File: config.mk
export PLATFORM = sky130hd
export DESIGN_NAME = rr_slice_arbiter
export DESIGN_NICKNAME = d
export VERILOG_FILES = /design/src/rtl/rr_slice_arbiter.sv
export SDC_FILE = /design/constraint.sdc
export NUM_CORES = 1
export LEC_CHECK = 0
export CORE_MARGIN = 3
export CORE_UTILIZATION = 41
export DETAILED_ROUTE_END_ITERATION = 16
export PLACE_DENSITY = 0.79
export SKIP_CTS_REPAIR_TIMING = 1
export SLEW_MARGIN = 10
export SYNTH_ARGS = -nofsm -noshare
export SYNTH_HDL_FRONTEND = slang
export SYNTH_SLANG_ARGS = --single-unit
File: constraint.sdc
create_clock -name clki -period 4.46 [get_ports clki]
set_input_delay 0.669 -clock clki [delete_from_list [all_inputs] [get_ports clki]]
set_output_delay 0.669 -clock clki [all_outputs]
set_load 0.005 [all_outputs]
File: src/rtl/rr_slice_arbiter.sv
// Packet-aware N-to-1 round-robin arbiter feeding a full-throughput forward
// register stage; a winner keeps the channel until it sends its Last beat.
module rr_slice_arbiter #(
  parameter int N  = 4,
  parameter int DW = 8,
  parameter int IW = 2
) (
  input  logic            clki,
  input  logic            rst,
  input  logic [N-1:0]    RxVld,
  input  logic [N*DW-1:0] RxData,
  input  logic [N-1:0]    RxLast,
  output logic [N-1:0]    RxRdy,
  output logic            TxVld,
  output logic [DW-1:0]   TxData,
  output logic            TxLast,
  output logic [IW-1:0]   TxId,
  input  logic            TxRdy
);

  typedef enum logic {ST_IDLE, ST_LOCKED} state_t;

  state_t        r_state;
  state_t        w_state_nxt;
  logic [IW-1:0] r_rr_ptr;
  logic [IW-1:0] w_rr_ptr_nxt;
  logic [IW-1:0] r_lock_id;
  logic [IW-1:0] w_lock_id_nxt;
  logic [IW-1:0] w_rr_sel;
  logic [IW-1:0] w_sel;
  logic [IW-1:0] w_sel_inc;
  logic          w_load;
  logic          w_acc;
  logic [DW-1:0] w_rx_data [N];

  always_comb begin
    for (int i = 0; i < N; i++) begin
      w_rx_data[i] = RxData[i*DW +: DW];
    end
  end

  // First valid requester at or after the round-robin pointer, wrapping mod N.
  always_comb begin
    logic [IW-1:0] idx;
    logic          found;
    w_rr_sel = r_rr_ptr;
    found    = 1'b0;
    idx      = '0;
    for (int k = 0; k < N; k++) begin
      idx = IW'((int'(r_rr_ptr) + k) % N);
      if (!found && RxVld[idx]) begin
        w_rr_sel = idx;
        found    = 1'b1;
      end
    end
  end

  assign w_sel     = (r_state == ST_LOCKED) ? r_lock_id : w_rr_sel;
  assign w_sel_inc = (w_sel == IW'(N - 1)) ? '0 : w_sel + IW'(1);
  assign w_load    = ~TxVld | TxRdy;

  always_comb begin
    RxRdy = '0;
    if (w_load && !rst && RxVld[w_sel]) begin
      RxRdy[w_sel] = 1'b1;
    end
  end

  assign w_acc = |(RxVld & RxRdy);

  // Pointer moves only at packet end, so stalls never cost a requester its turn.
  always_comb begin
    w_state_nxt   = r_state;
    w_rr_ptr_nxt  = r_rr_ptr;
    w_lock_id_nxt = r_lock_id;
    if (w_acc) begin
      if (RxLast[w_sel]) begin
        w_state_nxt  = ST_IDLE;
        w_rr_ptr_nxt = w_sel_inc;
      end else begin
        w_state_nxt   = ST_LOCKED;
        w_lock_id_nxt = w_sel;
      end
    end
  end

  always_ff @(posedge clki or posedge rst) begin
    if (rst) begin
      r_state   <= ST_IDLE;
      r_rr_ptr  <= '0;
      r_lock_id <= '0;
    end else begin
      r_state   <= w_state_nxt;
      r_rr_ptr  <= w_rr_ptr_nxt;
      r_lock_id <= w_lock_id_nxt;
    end
  end

  always_ff @(posedge clki or posedge rst) begin
    if (rst) begin
      TxVld  <= 1'b0;
      TxData <= '0;
      TxLast <= 1'b0;
      TxId   <= '0;
    end else if (w_load) begin
      TxVld <= w_acc;
      if (w_acc) begin
        TxData <= w_rx_data[w_sel];
        TxLast <= RxLast[w_sel];
        TxId   <= w_sel;
      end
    end
  end

endmodule
Yosys cells after proc, flatten, opt, wreduce, memory -nomap -nowiden
Cells that the tools add are included.
{ "totals": {"latch_bits": 0, "reg_bits": 17, "mem_bits_rw": 0, "output_inout_bits": 16, "romBits": 0, "wordCells": 65, "inputBits": 43, "mem_count": 0} }
{ "classes": {"muxes": 27, "n_eq_ne": 1, "n_bitwise": 5, "mul": 0, "magnitude_cmp": 7, "n_reduce_logical": 14, "n_addsub": 4, "div_mod_pow": 0, "n_shift": 0} }
{ "op_table": {"columns": ["cell", "n"], "rows": [
  ["8-bit binary-select mux with 2-bit select", 1],
  ["8-bit two-way mux", 2],
  ["2-bit by 3-bit less-than comparator with 1-bit output, second input constant", 5],
  ["1-bit binary-select mux with 2-bit select", 6],
  ["1-bit two-way mux", 11],
  ["2-bit two-way mux", 5],
  ["1-bit logical AND", 6],
  ["2-bit AND reduction", 3],
  ["2-bit by 1-bit adder with 2-bit output, second input constant", 2],
  ["2-bit adder, second input constant", 2],
  ["4-bit AND", 1],
  ["1-bit zero test", 4],
  ["4-bit two-way mux", 1],
  ["4-bit OR reduction", 1],
  ["3-bit greater-or-equal comparator, second input constant", 1],
  ["2-bit inverter with 3-bit output", 1],
  ["1-bit demux with 2-bit select", 1],
  ["2-bit equality test, second input constant", 1],
  ["2-bit by 1-bit greater-or-equal comparator with 1-bit output, second input constant", 1],
  ["1-bit inverter", 2],
  ["1-bit OR", 1]
]} }

Depth between registers and ports, before layout
{ "depth": {"ltp_word": 21, "ltp_mapped": 13, "mapped_depth_nobuf": 12} }

Worst setup path after synthesis
No wires, ideal clock.
{ "synth_timing": {"path_type": "input-to-reg", "from": "in RxVld[1]", "to": "reg r_rr_ptr[1]", "path_buffers": 1, "path_stages": 12, "setup_time_ps": 128, "arrival_time_ps": 3451, "t_required_ps": 4332, "path_slack_ps": 881, "path_cell_list": "o21ai_1 > a221o_1 > nand3_1 > inv_2 > buf_1 > ha_1 > a21o_1 > nand2_1 > or4_1 > a221o_1 > o22ai_2 > mux2_1"} }
{ "synth_via": {"elab_chain_len": 21, "word_cells_on_any_way": 38, "cone_classes": "add/sub (1); order compare (2); eq/ne (1); mux (23); bitwise (1); reduce/logical (10)"} }
{ "synth_lines": {"columns": ["element", "line_no", "source"], "rows": [
  ["start, declared", "10", "input logic [N-1:0] RxVld,"],
  ["1-bit binary-select mux with 2-bit select", "51", "if (!found && RxVld[idx]) begin"],
  ["1-bit two-way mux (not written as such)", "51", null],
  ["1-bit two-way mux", "51", null],
  ["1-bit zero test", "51", null],
  ["1-bit logical AND", "51", null],
  ["1-bit two-way mux", "51", null],
  ["1-bit zero test", "51", null],
  ["1-bit logical AND", "51", null],
  ["[5 not listed]", null, null],
  ["2-bit by 3-bit less-than comparator with 1-bit output (not written as such) / 2-bit by 1-bit greater-or-equal comparator with 1-bit output (equally long branches)", "65", "RxRdy[w_sel] = 1'b1;"],
  ["1-bit logical AND (not written as such)", "65", null],
  ["1-bit two-way mux (not written as such)", "65", null],
  ["1-bit demux with 2-bit select", "65", null],
  ["4-bit two-way mux", "64", "if (w_load && !rst && RxVld[w_sel]) begin"],
  ["4-bit AND", "69", "assign w_acc = |(RxVld & RxRdy);"],
  ["4-bit OR reduction", "69", null],
  ["2-bit AND reduction (no line)", null, null],
  ["end signal, assigned", "94", "r_rr_ptr <= w_rr_ptr_nxt;"],
  ["end, declared", "25", "logic [IW-1:0] r_rr_ptr;"]
]} }
Parallel ways exist; a longest one is shown, timed or not. The select of a mux whose other input is x is not followed.
A chain may end at the register's enable or synchronous reset.

Final worst setup path
{ "layout_timing": {"from": "in RxVld[0]", "to": "out RxRdy[2]"} }
{ "layout_via": {"elab_chain_len": 18, "word_cells_on_any_way": 30, "cone_classes": "order compare (2); mux (20); reduce/logical (8)"} }
{ "layout_lines": {"columns": ["element", "line_no", "source"], "rows": [
  ["1-bit binary-select mux with 2-bit select", "51", null],
  ["1-bit two-way mux (not written as such)", "51", null],
  ["1-bit two-way mux", "51", null],
  ["1-bit zero test", "51", null],
  ["1-bit logical AND", "51", null],
  ["1-bit two-way mux", "51", null],
  ["1-bit zero test", "51", null],
  ["1-bit logical AND", "51", null],
  ["[3 not listed]", null, null],
  ["2-bit two-way mux *", "51", null],
  ["2-bit two-way mux *", "58", "assign w_sel = (r_state == ST_LOCKED) ? r_lock_id : w_rr_sel;"],
  ["via w_sel[0]", "30", "logic [IW-1:0] w_sel;"],
  ["2-bit by 3-bit less-than comparator with 1-bit output (not written as such) / 2-bit by 1-bit greater-or-equal comparator with 1-bit output (equally long branches)", "65", null],
  ["1-bit logical AND (not written as such)", "65", null],
  ["1-bit two-way mux (not written as such)", "65", null],
  ["1-bit demux with 2-bit select", "65", null],
  ["4-bit two-way mux *", "64", null],
  ["end, declared", "13", "output logic [N-1:0] RxRdy,"]
]} }
The timed path passes the listed nets; every way through them passes the cells marked *. The select of a mux whose other input is x is not followed.

==> impl_metrics.py <==
metrics = {
    "timing": {
        "final.min_clock_period_ns": 4.02,
        "setup_viol": 0,
        "slew_headroom": 0.736,
        "fin_ws_ns": 0.440,
        "rsz0062_at_grt": "false",
        "fmaxAchievable_mhz": 249,
        "fin_crit_sh": 0.901,
        "fin_tns_setup_ns": 0,
        "tightest_slew_ns": 0.385,
        "slew_viol_final": 0,
        "clock_skew_ns": 0.00348,
        "finalHoldViolCount": 0,
    },
    "yosys": {
        "synth-xor-area-share": 0,
        "yosysTopAreaCell": "dfrtp_1",
        "synth_fa_ha_area_frac": 0.0194,
        "netlist_area_sq_um": 1290,
        "ys_ff_latch": 17,
        "netlist_instances": 133,
        "synth_simple_gate_area_frac": 0.120,
        "synth-compound-area-share": 0.182,
        "syn_area_per_cell_sq_um": 9.70,
        "synth_top_area_frac": 0.330,
        "synth.distinct_cells": 37,
        "syn-num-nets": 178,
        "synthMuxAreaShare": 0.306,
        "ys_seq_area_frac": 0.330,
        "synth_warnings": 0,
        "synth_area_leaders": "dfrtp_1 33%, mux2i_1 21%, mux2_1 7.9%, a21o_1 2.9%, nor2_1 2.3%",
        "synth_top_family_by_area": "multiplexers",
    },
    "clock_tree": {
        "cts_sinks": 17,
        "clk_pin_slew_ns": 0.09,
        "cts_tree": "yes",
        "clock_latency_ns": 0.28,
        "cts_buffers": 3,
        "cts_root_buffer": "clkbuf_4",
        "htreeDepth": 1,
        "cts_buffer_depth": 2,
    },
    "worst_setup_path": {
        "end_kind": "output port",
        "worst_path_largest_cell_delay_ns": 0.54,
        "cp_top_family": "buffers and inverters",
        "crit_arrival_ns": 3.35,
        "slowest_stage": "clkdlybuf4s50_1",
        "path_buf_inv": 3,
        "crit_fanout": 8,
        "crit_required_ns": 3.79,
        "critPathLaunchType": "primary input",
        "cp_cell_sequence": "clkdlybuf4s50_1 -> nor2b_1 -> o221ai_1 -> o2111ai_1 -> and2_1 -> inv_2 -> mux4_2 -> nor2_1 -> clkdlybuf4s50_1",
        "crit_type": "in2out",
        "path_common_cell": "clkdlybuf4s50_1",
    },
    "floorplan": {
        "die_y_um": 62.1,
        "num_rows": 19,
        "fp.dieW_um": 62.1,
        "ios": 59,
        "fp.dieArea_sq_um": 3860,
        "coreArea_sq_um": 2880,
        "initial_core_util": 0.448,
    },
    "finish": {
        "num_antenna_cells": 0,
        "nNetsFinal": 239,
        "final_common_cell": "clkdlybuf4s50_1",
        "fin_util": 0.678,
        "layout_common_cells": "58 x clkdlybuf4s50_1, 27 x mux2i_1, 17 x dfrtp_1, 9 x mux2_1, 8 x nor2_1",
        "area_growth_pct": 51.2,
        "design_area_sq_um": 1950,
        "drive_above_1_share": 0.0570,
    },
    "worst_hold_path": {
        "hold_path_class": "reg2reg",
    },
    "route": {
        "vias": 1274,
        "vias_per_cell": 5.42,
        "route.detailed.drc": 0,
        "dr.pass1.iters": 4,
        "routed_wl_um": 3610,
        "wl_per_cell_um": 15.4,
        "final_antenna_net_count": 0,
        "drtIter0Drc": 110,
    },
    "power": {
        "power_leakage_nw": 0.865,
        "powerDensity_nw_per_um2": 568,
        "vdd_drop_max_v": 0.000290,
    },
    "placed_design": {
        "placed_area_sq_um": 1920,
        "place.gp.congestion": 0.985,
        "dp_hpwl_um": 2950,
        "place_ws_ns": 0.285,
        "port_buffers": 58,
    },
    "grt": {
        "grt_util_all_layers": 0.195,
        "grt_pass1_wl_um": 5670,
        "grt_max_degree": 23,
        "grt.overflow.total": 0,
        "grt_pass1_vias": 1248,
        "antenna_found_initial": 0,
    },
    "run_status": {
        "run_status": "complete, no violations",
    },
    "job": {
        "maxCapViolCount": 0,
    },
}
[cells by family (layout without fill, tap and decap cells)]
logic type	Yosys count	after routing
compound gates	31	31
fa+ha+maj	2	2
buf+inv	14	74
flops	17	17
mux	37	37
simple gates	32	32
[area by class of cell]
cell class,count,area [sq um]
fill,252,926
inverter,9,33.8
tap,42,52.6
sequential,17,425
multi-input combinational,102,810
timing repair buffer,61,603
clock buffer,4,26.3
[state kept, by name (all words and copies together) (netlist names)]
name	cells
TxData	8
TxVld	1
TxLast	1
r_rr_ptr	2
TxId	2
r_state	1
r_lock_id	2
[through the flow]
step | power [mW] | hold slack, ns | instances
final | 1.11 | 0.489 | 235
after global routing | 1.20 | 0.518 | 235
after CTS | 1.11 | 0.496 | 235
after global placement | 1.01 | 0.469 | 231
after detailed placement | 1.03 | 0.474 | 231
after floorplan | 0.761 | 0.466 | 133
[routing by layer]
layer	share of wire	GRT usage	vias up
met5	0	0	-
met2	0.51	0.297	48
met1	0.41	0.276	606
met3	0.066	0.0310	4
met4	0.0083	0.0727	0
li1	-	-	616
[power by group]
| group | internal (mW) | switching (mW) |
|---|---|---|
| Sequential | 0.229 | 0.0544 |
| Combinational | 0.392 | 0.354 |
| Clock | 0.0346 | 0.0445 |
| Total | 0.655 | 0.453 |
[path summary, 6_finish.rpt]
kind,to,slack [ns],from,cells after the start
max in group asynchronous,r_rr_ptr[0],3.58,rst,3
hold reg to reg,TxData[4],0.49,TxData[4],1
hold / removal,TxData[4],0.49,TxData[4],1
setup reg to reg,r_rr_ptr[1],1.12,r_rr_ptr[1],12
setup / recovery,RxRdy[2],0.44,RxVld[0],9
min in group asynchronous,TxData[6],0.69,rst,3
[cell usage after synthesis, drive strengths merged]
master	number
mux2i	27
dfrtp	17
inv	9
mux2	9
nor2	8
nand2	7
o21ai	7
a21o	5
nand3	4
a21oi	3
buf	3
nand2b	3
nor2b	3
nor3	3
a221o	2
a31oi	2
and2	2
clkbuf	2
ha	2
o21a	2
a211oi	1
a221oi	1
a22o	1
a22oi	1
a32o	1
a41oi	1
mux4	1
o2111ai	1
o221ai	1
o22ai	1
o31ai	1
or3	1
or4	1
Power figures use the tool's default switching activity.
